===== src/rtl/udp_rx_conn_filter_pkg.sv =====
// ----------------------------------------------------------------------------
// udp_rx_conn_filter_pkg
//
// Shared definitions for the UDP receive connection filter.
//
// Contents:
//   HASH_WIDTH     - width of the connection-manager hash index.
//   conn_id_width  - connection ID width as a function of associativity:
//                    HASH_WIDTH + $clog2(WAYS). The connection manager uses
//                    the same helper, so both sides of the lookup channel agree.
//   lookup_key_t   - {source IPv4 address, source UDP port} lookup key.
// ----------------------------------------------------------------------------
package udp_rx_conn_filter_pkg;

    // Hash index width of the connection manager's set-associative table.
    localparam int HASH_WIDTH = 10;

    // Connection ID = {hash set index, way index}.
    function automatic int conn_id_width(input int ways);
        return HASH_WIDTH + $clog2(ways);
    endfunction

    // Key presented on the forward-lookup request channel.
    typedef struct packed {
        logic [31:0] ip_addr;
        logic [15:0] udp_port;
    } lookup_key_t;

endpackage


===== src/rtl/udp_rx_conn_filter_pending_fifo.sv =====
// ----------------------------------------------------------------------------
// conn_filter_pending_fifo
//
// Small synchronous FIFO that holds the payload length of every descriptor
// whose forward lookup is still outstanding. Entries leave in arrival order,
// which matches the in-order responses of the connection manager.
//
// Parameters:
//   WIDTH  - entry width in bits.
//   DEPTH  - number of entries; must be a power of two, at least 2.
//
// Ports:
//   clk        in   clock
//   rst        in   asynchronous active-high reset (empties the FIFO)
//   push       in   write push_data at the tail (caller guarantees not full)
//   push_data  in   WIDTH  data to write
//   pop        in   drop the head entry (caller guarantees not empty)
//   head       out  WIDTH  oldest entry
//   count      out  $clog2(DEPTH)+1  number of stored entries
// ----------------------------------------------------------------------------
module conn_filter_pending_fifo #(
    parameter  int WIDTH = 16,
    parameter  int DEPTH = 8,
    localparam int PTR_W = $clog2(DEPTH),
    localparam int CNT_W = PTR_W + 1
) (
    input  logic             clk,
    input  logic             rst,
    input  logic             push,
    input  logic [WIDTH-1:0] push_data,
    input  logic             pop,
    output logic [WIDTH-1:0] head,
    output logic [CNT_W-1:0] count
);

    logic [WIDTH-1:0] mem_q [DEPTH];
    logic [WIDTH-1:0] mem_d [DEPTH];
    logic [PTR_W-1:0] wr_ptr_q, wr_ptr_d;
    logic [PTR_W-1:0] rd_ptr_q, rd_ptr_d;
    logic [CNT_W-1:0] count_q, count_d;

    // Pointers are exactly PTR_W bits wide, so the increment wraps modulo
    // DEPTH on its own. A simultaneous push and pop leaves the count alone.
    always_comb begin
        mem_d    = mem_q;
        wr_ptr_d = wr_ptr_q;
        rd_ptr_d = rd_ptr_q;
        count_d  = count_q;

        if (push) begin
            mem_d[wr_ptr_q] = push_data;
            wr_ptr_d        = wr_ptr_q + 1'b1;
        end

        if (pop) begin
            rd_ptr_d = rd_ptr_q + 1'b1;
        end

        case ({push, pop})
            2'b10:   count_d = count_q + 1'b1;
            2'b01:   count_d = count_q - 1'b1;
            default: count_d = count_q;
        endcase
    end

    always_ff @(posedge clk or posedge rst) begin
        if (rst) begin
            for (int i = 0; i < DEPTH; i++) begin
                mem_q[i] <= '0;
            end
            wr_ptr_q <= '0;
            rd_ptr_q <= '0;
            count_q  <= '0;
        end else begin
            mem_q    <= mem_d;
            wr_ptr_q <= wr_ptr_d;
            rd_ptr_q <= rd_ptr_d;
            count_q  <= count_d;
        end
    end

    assign head  = mem_q[rd_ptr_q];
    assign count = count_q;

endmodule


===== src/rtl/udp_rx_conn_filter.sv =====
// ----------------------------------------------------------------------------
// udp_rx_conn_filter
//
// Receive-side connection filter. Every descriptor from the UDP RX header
// parser produces one forward lookup to the connection manager; the payload
// length waits in an in-order pending FIFO until the matching response comes
// back. Hits leave downstream tagged with the connection ID, misses are
// discarded. Several lookups may be in flight at once so the connection
// manager's BRAM latency does not cap throughput.
//
// Optional feature (macro UDP_RX_CONN_FILTER_DROP_CNT_EN):
//   defined   - drop_count port exists; saturating 32-bit count of misses.
//   undefined - no drop_count port; misses are dropped silently.
//
// Parameters:
//   WAYS           associativity of the connection manager (sets ID width)
//   PENDING_DEPTH  maximum outstanding lookups (power of two, >= 2)
//
// Ports:
//   s00_axis_aclk / s00_axis_areset         clock, async active-high reset
//   s00_axis_desc_*                         descriptor input {ip, port, len}
//   m00_axis_fw_lookup_*                    lookup request {ip, port}
//   s01_axis_fw_lookup_*                    lookup response {hit, connId}
//   m01_axis_desc_*                         filtered output {connId, len}
//   pending_count                           outstanding lookups
//   drop_count                              miss counter (macro only)
// ----------------------------------------------------------------------------
module udp_rx_conn_filter
    import udp_rx_conn_filter_pkg::*;
#(
    parameter  int WAYS          = 4,
    parameter  int PENDING_DEPTH = 8,
    localparam int CONN_ID_WIDTH = conn_id_width(WAYS),
    localparam int CNT_W         = $clog2(PENDING_DEPTH) + 1
) (
    input  logic                     s00_axis_aclk,
    input  logic                     s00_axis_areset,

    input  logic                     s00_axis_desc_valid,
    output logic                     s00_axis_desc_ready,
    input  logic [31:0]              s00_axis_desc_ipAddr,
    input  logic [15:0]              s00_axis_desc_udpPort,
    input  logic [15:0]              s00_axis_desc_len,

    output logic                     m00_axis_fw_lookup_valid,
    input  logic                     m00_axis_fw_lookup_ready,
    output logic [31:0]              m00_axis_fw_lookup_ipAddr,
    output logic [15:0]              m00_axis_fw_lookup_udpPort,

    input  logic                     s01_axis_fw_lookup_valid,
    output logic                     s01_axis_fw_lookup_ready,
    input  logic                     s01_axis_fw_lookup_hit,
    input  logic [CONN_ID_WIDTH-1:0] s01_axis_fw_lookup_connectionId,

    output logic                     m01_axis_desc_valid,
    input  logic                     m01_axis_desc_ready,
    output logic [CONN_ID_WIDTH-1:0] m01_axis_desc_connectionId,
    output logic [15:0]              m01_axis_desc_len,

    output logic [CNT_W-1:0]         pending_count
`ifdef UDP_RX_CONN_FILTER_DROP_CNT_EN
    ,
    output logic [31:0]              drop_count
`endif
);

    localparam logic [CNT_W-1:0] DEPTH_CNT = CNT_W'(PENDING_DEPTH);

    // Request stage
    lookup_key_t req_key_q, req_key_d;
    logic        req_valid_q, req_valid_d;

    // Output stage
    logic                     out_valid_q, out_valid_d;
    logic [CONN_ID_WIDTH-1:0] out_conn_id_q, out_conn_id_d;
    logic [15:0]              out_len_q, out_len_d;

    // Pending FIFO
    logic [CNT_W-1:0] fifo_count;
    logic [15:0]      fifo_head;

    logic desc_fire;
    logic resp_fire;
    logic fifo_has_room;

    // A full FIFO stalls input even when a pop happens in the same cycle;
    // this keeps the ready path free of the response valid.
    assign fifo_has_room       = (fifo_count < DEPTH_CNT);
    assign s00_axis_desc_ready = (!req_valid_q || m00_axis_fw_lookup_ready) && fifo_has_room;
    assign desc_fire           = s00_axis_desc_valid && s00_axis_desc_ready;

    assign s01_axis_fw_lookup_ready = (fifo_count != '0) && (!out_valid_q || m01_axis_desc_ready);
    assign resp_fire                = s01_axis_fw_lookup_valid && s01_axis_fw_lookup_ready;

    // The length waits in the FIFO while the key goes out as a lookup; the
    // response pops it again in order.
    conn_filter_pending_fifo #(
        .WIDTH (16),
        .DEPTH (PENDING_DEPTH)
    ) u_pending_fifo (
        .clk       (s00_axis_aclk),
        .rst       (s00_axis_areset),
        .push      (desc_fire),
        .push_data (s00_axis_desc_len),
        .pop       (resp_fire),
        .head      (fifo_head),
        .count     (fifo_count)
    );

    // Request register: a new descriptor may only load once the previous
    // lookup has been taken, which desc_ready already guarantees.
    always_comb begin
        req_key_d   = req_key_q;
        req_valid_d = req_valid_q;
        if (desc_fire) begin
            req_key_d.ip_addr  = s00_axis_desc_ipAddr;
            req_key_d.udp_port = s00_axis_desc_udpPort;
            req_valid_d        = 1'b1;
        end else if (m00_axis_fw_lookup_ready) begin
            req_valid_d = 1'b0;
        end
    end

    // Output register: only hits are loaded; a miss pops the FIFO and leaves
    // the register untouched.
    always_comb begin
        out_valid_d   = out_valid_q;
        out_conn_id_d = out_conn_id_q;
        out_len_d     = out_len_q;
        if (resp_fire && s01_axis_fw_lookup_hit) begin
            out_valid_d   = 1'b1;
            out_conn_id_d = s01_axis_fw_lookup_connectionId;
            out_len_d     = fifo_head;
        end else if (m01_axis_desc_ready) begin
            out_valid_d = 1'b0;
        end
    end

    always_ff @(posedge s00_axis_aclk or posedge s00_axis_areset) begin
        if (s00_axis_areset) begin
            req_key_q     <= '0;
            req_valid_q   <= 1'b0;
            out_valid_q   <= 1'b0;
            out_conn_id_q <= '0;
            out_len_q     <= '0;
        end else begin
            req_key_q     <= req_key_d;
            req_valid_q   <= req_valid_d;
            out_valid_q   <= out_valid_d;
            out_conn_id_q <= out_conn_id_d;
            out_len_q     <= out_len_d;
        end
    end

`ifdef UDP_RX_CONN_FILTER_DROP_CNT_EN
    logic [31:0] drop_count_q, drop_count_d;

    // Miss counter sticks at all-ones instead of wrapping.
    always_comb begin
        drop_count_d = drop_count_q;
        if (resp_fire && !s01_axis_fw_lookup_hit && (drop_count_q != 32'hFFFF_FFFF)) begin
            drop_count_d = drop_count_q + 32'd1;
        end
    end

    always_ff @(posedge s00_axis_aclk or posedge s00_axis_areset) begin
        if (s00_axis_areset) begin
            drop_count_q <= '0;
        end else begin
            drop_count_q <= drop_count_d;
        end
    end

    assign drop_count = drop_count_q;
`endif

    assign m00_axis_fw_lookup_valid   = req_valid_q;
    assign m00_axis_fw_lookup_ipAddr  = req_key_q.ip_addr;
    assign m00_axis_fw_lookup_udpPort = req_key_q.udp_port;

    assign m01_axis_desc_valid        = out_valid_q;
    assign m01_axis_desc_connectionId = out_conn_id_q;
    assign m01_axis_desc_len          = out_len_q;

    assign pending_count = fifo_count;

endmodule


===== config.mk =====
export PLATFORM = sky130hd
export DESIGN_NAME = udp_rx_conn_filter
export DESIGN_NICKNAME = d
export VERILOG_FILES = /design/src/rtl/udp_rx_conn_filter_pkg.sv /design/src/rtl/udp_rx_conn_filter_pending_fifo.sv /design/src/rtl/udp_rx_conn_filter.sv
export SDC_FILE = /design/constraint.sdc
export NUM_CORES = 1
export LEC_CHECK = 0
export BUFFER_PORTS_ARGS = -buffer_cell sky130_fd_sc_hd__buf_2
export CORE_MARGIN = 2
export CORE_UTILIZATION = 56
export DETAILED_ROUTE_END_ITERATION = 8
export GPL_ROUTABILITY_DRIVEN = 0
export GPL_TIMING_DRIVEN = 0
export PLACE_DENSITY_LB_ADDON = 0.05
export SETUP_SLACK_MARGIN = 0.4
export SYNTH_ARGS = -nofsm -noshare
export SYNTH_HDL_FRONTEND = slang
export SYNTH_SLANG_ARGS = --single-unit

===== constraint.sdc =====
create_clock -name s00_axis_aclk -period 7.8 [get_ports s00_axis_aclk]
set_input_delay 0.39 -clock s00_axis_aclk [delete_from_list [all_inputs] [get_ports s00_axis_aclk]]
set_output_delay 0.39 -clock s00_axis_aclk [all_outputs]
set_load 0.005 [all_outputs]

==> results by group, run 1 <==
Outcome
  • Status: completed

Setup path
  • Max incr delay on CP: 0.45 ns
  • Critical path class: reg -> reg
  • CP startpoint: u_pending_fifo.count[3]$_DFFE_PP0P_
  • Slowest-stage cell, CP: a2111oi_0
  • Crit path max fanout: 10
  • Reg2reg start: u_pending_fifo.count[3]$_DFFE_PP0P_
  • Cell Chain, Critical Path: inv_1 > and3_1 > buf_4 > inv_2 > buf_4 > buf_1 > ha_1 > ha_1 > a21o_1 > a2111oi_0 > nand3b_1 > nand3_1
  • CP arrival: 3.55 ns
  • Worst setup SP type: flop
  • Reg2reg path depth: 12
  • Worst flop-to-flop path endpoint: u_pending_fifo.count[3]$_DFFE_PP0P_
  • CP bufs+invs: 5
  • Critical Path RT: 8.18 ns
  • Worst Setup End Kind: flop
  • Worst reg2reg setup slack: 4.63 ns
  • Critical path's top delay family: buffers and inverters

Clock tree
  • CTS sink cnt: 216
  • Clk buf depth: 3
  • Post-CTS Hold Fix Bufs: 1
  • CTS tree: done
  • H-Tree Level Count: 1
  • CTS Buf Count: 23
  • Clk_lat worst skew: 0.50 ns
  • Reg clk slew, reported paths: 0.06 ns
  • CTS resizes: 0
  • Post-CTS Setup Bufs: 0
  • CTS root buffer: clkbuf_16

GRT
  • Tot GR Track Use: 24.2%
  • Largest net degree at the start of global routing: 144
  • Overflow after GRT: 0
  • Via count of the first global-routing pass: 6384
  • Antenna violations before repair: 0
  • First-pass GRT wire length: 33.5 mm

Synthesis
  • Syn nets: 768
  • Ys Warns: 0
  • Post-synth ARST share: 100%
  • Most numerous cell in the Yosys netlist: dfrtp_1
  • Syn_area_per_cell: 13.6 µm²
  • Post-synth design cell area: 0.00922 mm²
  • Synth Flop Type: dfrtp_1
  • Top cells by area, synth: dfrtp_1 59%, mux2_2 16%, mux4_2 7.8%
  • Post-synth top area share: 58.6%
  • Seq cells post-synth: 216
  • Area leader, netlist: dfrtp_1
  • Post-Synthesis Cells: 679
  • Commonest cells post-synth: 216 x dfrtp_1, 154 x nand2_1, 131 x mux2_2
  • Synth cell types: 39
  • Seq/Total Area, Yosys: 58.6%
  • EDFF count, synth: 0

Timing
  • Fin. Hold Viols: 0
  • Final hold slack: 0.0777 ns
  • Unrepaired setup endpoints after global routing: no
  • Tmin final: 3.17 ns
  • Measured slew at the worst slew-check pin: 0.990 ns
  • Fmax: 0.315 GHz
  • Endpoints failing setup: 0
  • Period utilization: 40.7%
  • Max-slew headroom: 34.0%
  • Clock skew: 0.00646 ns
  • Slew Viols, Final: 0

Route
  • Starting DRT DRC Count: 284
  • Pre-antenna DRT Iters: 4
  • Drt via density: 5.43
  • Drt total wl: 20.6 mm
  • Drt drc: 0
  • Via count: 5995
  • Drt wl/cell: 18.7 µm
  • Post-DRT Antenna Nets: 0

Placement
  • Number of port buffers: 166
  • Hpwl dp: 13.7 mm
  • Post-Place Cell Area: 0.0104 mm²

Pwr
  • Peak VDD IR: 0.000230 V
  • Leakage: 0.00550 µW
  • Power density cells: 425 mW/mm²
  • Power Total: 4760 µW

Cells and area
  • Nets: 961
  • Design area: 0.0112 mm²
  • Share of post-route cells with drive strength above 1: 45.6%
  • Synth-to-Final Area Change: 21.3%
  • Antenna cells: 0
  • Core Util, Final: 69.9%
  • Layout fillers: 1172

Die
  • Initial Util: 57.6%
  • Placement Rows: 46
  • Core area: 0.0160 mm²
  • Die width: 132 µm
  • I/O pin count: 167
  • Chip height: 132 µm
  • Die area: 0.0175 mm²

Min path
  • WHS Endpoint: m00_axis_fw_lookup_ipAddr[7]$_DFFE_PP0P_
  • Hold Path Class: in -> reg
  • WHS Path Cells: 3
  • Startpoint of the worst hold path: s00_axis_desc_ipAddr[7]

Job
  • Max cap viols: 0
-- worst reg2reg max path, cell delays in order (launching register included) --
cell       delay, ns
dfrtp_1         0.41
inv_1           0.09
and3_1          0.15
buf_4           0.17
inv_2           0.09
buf_4           0.22
buf_1           0.42
ha_1            0.34
ha_1            0.26
a21o_1          0.21
a2111oi_0       0.45
nand3b_1        0.16
nand3_1         0.07
-- cells in the final DEF, fill, tap and decap left out, types with 2 or more instances in the layout --
master	n
mux4_2	32
nor3_4	2
mux2_2	131
clkbuf_8	3
buf_4	6
dfrtp_1	216
mux2_4	10
or4_1	2
clkinv_2	7
clkbuf_16	23
bufinv_16	5
xor2_1	2
nand3b_1	2
nand3_1	3
buf_1	8
mux2i_1	17
buf_2	175
clkbuf_1	15
ha_1	5
a21oi_1	18
inv_1	6
nor2_1	19
nand2_1	154
xnor2_1	4
-- cells by family after synthesis --
logic type / Yosys count / synth area share (%)
flops: 216 / 58.6
simple gates: 194 / 9.12
mux: 190 / 27.3
buf+inv: 46 / 2.33
compound gates: 21 / 1.21
xor+xnor: 6 / 0.570
fa+ha+maj: 6 / 0.895
-- report_power, final --
group,leakage (µW),internal [µW],switching [µW],total (µW)
Combinational,0.00244,907,757,1660
Sequential,0.00266,1650,280,1930
Clock,0.000406,734,434,1170
Total,0.00550,3290,1470,4760
-- per-stage QoR --
stage | setup slack, ns | instances | TNS (ns)
2_1_floorplan | 1.50 | 679 | 0
3_3_place_gp | -0.228 | 1061 | -44.98
3_5_place_dp | 4.48 | 1062 | 0
4_1_cts | 4.68 | 1104 | 0
5_1_grt | 4.39 | 1104 | 0
6_report | 4.63 | 1104 | 0
-- worst max path at each step --
stage	to	slack, ns	depth (start not counted)
2_1_floorplan	m00_axis_fw_lookup_ipAddr[0]$_DFFE_PP0P_	1.50	1
3_3_place_gp	u_pending_fifo.mem_q[71]$_DFFE_PP0P_	-0.23	2
3_5_place_dp	u_pending_fifo.count[3]$_DFFE_PP0P_	4.48	13
4_1_cts	u_pending_fifo.count[3]$_DFFE_PP0P_	4.68	12
5_1_grt	u_pending_fifo.count[3]$_DFFE_PP0P_	4.39	12
6_report	u_pending_fifo.count[3]$_DFFE_PP0P_	4.63	12
-- final cells by class --
cell class | count | area, µm² | share of cell area [%]
multi-input combinational | 417 | 3600 | 32.2
clock buffer | 28 | 624 | 5.58
buffer | 38 | 185 | 1.66
timing repair buffer | 168 | 868 | 7.76
inverter | 8 | 37.5 | 0.336
sequential | 216 | 5410 | 48.3
tap | 216 | 270 | 2.42
clock inverter | 13 | 193 | 1.72
-- state kept, by name, indices dropped and copies added, names as in the netlist --
name / cells
u_pending_fifo.count: 4
u_pending_fifo.rd_ptr_q: 3
m01_axis_desc_len: 16
m00_axis_fw_lookup_udpPort: 16
m01_axis_desc_valid: 1
u_pending_fifo.wr_ptr_q: 3
m01_axis_desc_connectionId: 12
m00_axis_fw_lookup_ipAddr: 32
u_pending_fifo.mem_q: 128
m00_axis_fw_lookup_valid: 1
-- layer usage --
layer / vias to the layer above / share of wire (%) / GRT usage [%]
li1: 2732 / - / -
met1: 3044 / 42 / 32.9
met4: 0 / 2.0 / 6.03
met3: 36 / 6.4 / 4.58
met2: 183 / 50 / 40.5
met5: - / 0 / 0
Note: power is estimated with default switching activity, not from simulation.
==> run 2, diff against run 1 <==
- CORE_UTILIZATION: 56 -> 50
- clock period: 7.8 -> 2.9 ns (I/O delays scaled with it)
==> run 2 against run 1 <==
  * Global-route usage shrank 0.80 points
  * Critical endpoint unchanged
  * Design area grew 8.4%
  * Worst hold slack gained 0.053 ns
  * Routed wire length grew 7.0%
  * Highest routed layer unchanged
==> results by group, run 2 (synthesis results as in run 1) <==
Cells and area
  • Top reg by flops: u_pending_fifo.mem_q
  • Share of post-route cells with drive strength above 1: 43.4%
  • Antenna cells: 0
  • Synth-to-Final Area Change: 31.5%
  • Leading cell type in the layout, fill and taps excluded: dfrtp_1
  • Design area: 0.0121 mm²
  • Most frequent cells in the layout: 216 x dfrtp_1, 175 x buf_2, 154 x nand2_1, 131 x mux2_2, 78 x dlygate4sd3_1
  • Layout fillers: 1318
  • Max reg flops: 128
  • Nets: 1046

Pwr
  • Clock share of power: 23.5%
  • Sw frac: 31.3%
  • Internal Power: 8850 µW
  • Leakage: 0.00590 µW
  • Peak VDD IR: 0.000721 V
  • Power density cells: 1060 mW/mm²
  • Combinational share of power: 36.4%
  • Psw: 4040 µW
  • Flop pwr share: 40.1%

Die
  • Core area: 0.0180 mm²
  • Chip height: 140 µm
  • Die width: 140 µm
  • I/O pin count: 167
  • Placement Rows: 49
  • Initial Util: 51.2%
  • Die area: 0.0195 mm²

Setup path
  • Most frequent CP cell: buf_6
  • Critical Path RT: 3.33 ns
  • Crit path max fanout: 10
  • Worst reg2reg setup slack: 0.48 ns
  • Reg2reg path depth: 12
  • Worst Setup End Kind: flop
  • Critical path class: reg -> reg
  • CP arrival: 2.85 ns
  • Slowest-stage cell, CP: or4_1
  • CP bufs+invs: 4
  • Max incr delay on CP: 0.41 ns
  • CP Depth: 12
  • Worst setup SP type: flop
  • Critical path's top delay family: simple AND/OR/NAND/NOR gates
  • Cell Chain, Critical Path: nand2b_2 > and3_1 > buf_6 > inv_2 > buf_12 > buf_6 > ha_4 > ha_1 > a21o_1 > a21oi_1 > or4_1 > nand3_1

Clock tree
  • CTS sink cnt: 216
  • H-Tree Level Count: 1
  • Reg clk slew, reported paths: 0.06 ns
  • Clk buf depth: 3
  • CTS Buf Count: 24
  • Clk_lat worst skew: 0.51 ns
  • CTS root buffer: clkbuf_16
  • CTS tree: done

Timing
  • Fmax: 0.413 GHz
  • Unrepaired setup endpoints after global routing: yes
  • Final hold slack: 0.131 ns
  • Max-slew headroom: 37.1%
  • Endpoints failing setup: 0
  • Period utilization: 83.5%
  • Slew Viols, Final: 0
  • Tmin final: 2.42 ns
  • Fin. Hold Viols: 0
  • Clock skew: 0.0178 ns
  • Measured slew at the worst slew-check pin: 0.944 ns

Route
  • Drt total wl: 22.1 mm
  • Via count: 6339
  • Drt via density: 5.26
  • Drt wl/cell: 18.3 µm
  • Post-DRT Antenna Nets: 0
  • Drt drc: 0
  • Starting DRT DRC Count: 278
  • Pre-antenna DRT Iters: 4

GRT
  • Tot GR Track Use: 23.4%
  • First-pass GRT wire length: 36.4 mm
  • M2 GR Usage: 39.6%
  • Met1 Usage GRT: 32.0%
  • Met3 usage in global routing: 3.54%
  • Via count of the first global-routing pass: 6973
  • Largest net degree at the start of global routing: 43
  • Busiest grt layer: met2
  • Antenna violations before repair: 0
  • Overflow after GRT: 0

Min path
  • WHS Path Cells: 3
  • Hold Path Class: in -> reg

Placement
  • Hpwl dp: 14.3 mm
  • Post-Place Cell Area: 0.0104 mm²
  • Number of port buffers: 166

Job
  • Max cap viols: 0

Outcome
  • Status: completed
==> run 2: cell count changes in the layout (fill, tap and decap cells not counted), moves of 2 or more <==
cell	before	now
buf_1	8	5
buf_12	0	6
buf_6	1	3
bufinv_16	5	1
clkbuf_16	23	25
clkbuf_8	3	7
clkdlybuf4s15_2	0	2
clkinv_2	7	9
dlygate4sd3_1	1	78
==> run 2: metrics by stage <==
stage | utilization, % | total power [µW] | std cells | TNS, ns | setup slack (ns)
6_report | 67.3 | 12900 | 1204 | 0 | 0.478
5_1_grt | 67.3 | 13700 | 1204 | 0 | 0.342
4_1_cts | 67.1 | 12900 | 1203 | 0 | 0.407
3_5_place_dp | 58.0 | 9720 | 1079 | 0 | 0.0339
3_3_place_gp | 57.4 | 9460 | 1074 | -241.41 | -1.14
2_1_floorplan | - | 8180 | 679 | -12.34 | -0.0571
==> run 2: what timing repair did <==
action,in CTS,in global routing
hold endpoints to repair,203,0
resized for setup,13,5
setup buffers,2,1
hold buffers,78,0
pin swaps,1,1
setup endpoints to repair,14,1
==> run 2: layer usage <==
layer,wire (µm),up-vias
met5,0,-
met4,451,0
met3,1050,38
met2,11000,182
met1,9590,3219
li1,-,2900
==> run 2: worst paths after layout <==
check,endpoint,startpoint
worst max-delay path,u_pending_fifo.count[3]$_DFFE_PP0P_,m00_axis_fw_lookup_valid$_DFFE_PP0P_
worst min-delay path,u_pending_fifo.rd_ptr_q[0]$_DFFE_PP0N_,s01_axis_fw_lookup_valid
min in group asynchronous,m00_axis_fw_lookup_valid$_DFFE_PP0P_,s00_axis_areset
max in group asynchronous,u_pending_fifo.mem_q[70]$_DFFE_PP0P_,s00_axis_areset
worst max register to register,u_pending_fifo.count[3]$_DFFE_PP0P_,m00_axis_fw_lookup_valid$_DFFE_PP0P_
worst min register to register,m00_axis_fw_lookup_ipAddr[18]$_DFFE_PP0P_,m00_axis_fw_lookup_ipAddr[18]$_DFFE_PP0P_
==> run 2: layout make-up <==
class                           instances  area, µm²  share of cell area (%)
Timing Repair Buffer                  252       1730                    14.3
Buffer                                 38        224                    1.85
Tap cell                              229        287                    2.36
Multi-Input combinational cell        417       3640                    30.0
Clock inverter                         10       75.1                   0.619
Clock buffer                           34        729                    6.01
Sequential cell                       216       5410                    44.6
Inverter                                8       33.8                   0.278
==> run 2: worst min-delay path, cell delays in order <==
cell     delay, ns
buf_2         0.10
nor3b_2       0.21
xor2_1        0.14
==> run 2: power groups by stage <==
stage               Sequential [µW]  Combinational (µW)  Clock [µW]
floorplan                      5070                3110           0
global placement               5090                4370           0
detailed placement             5180                4540           0
CTS                            5150                4700        3080
global route                   5330                5180        3220
finish                         5170                4700        3030
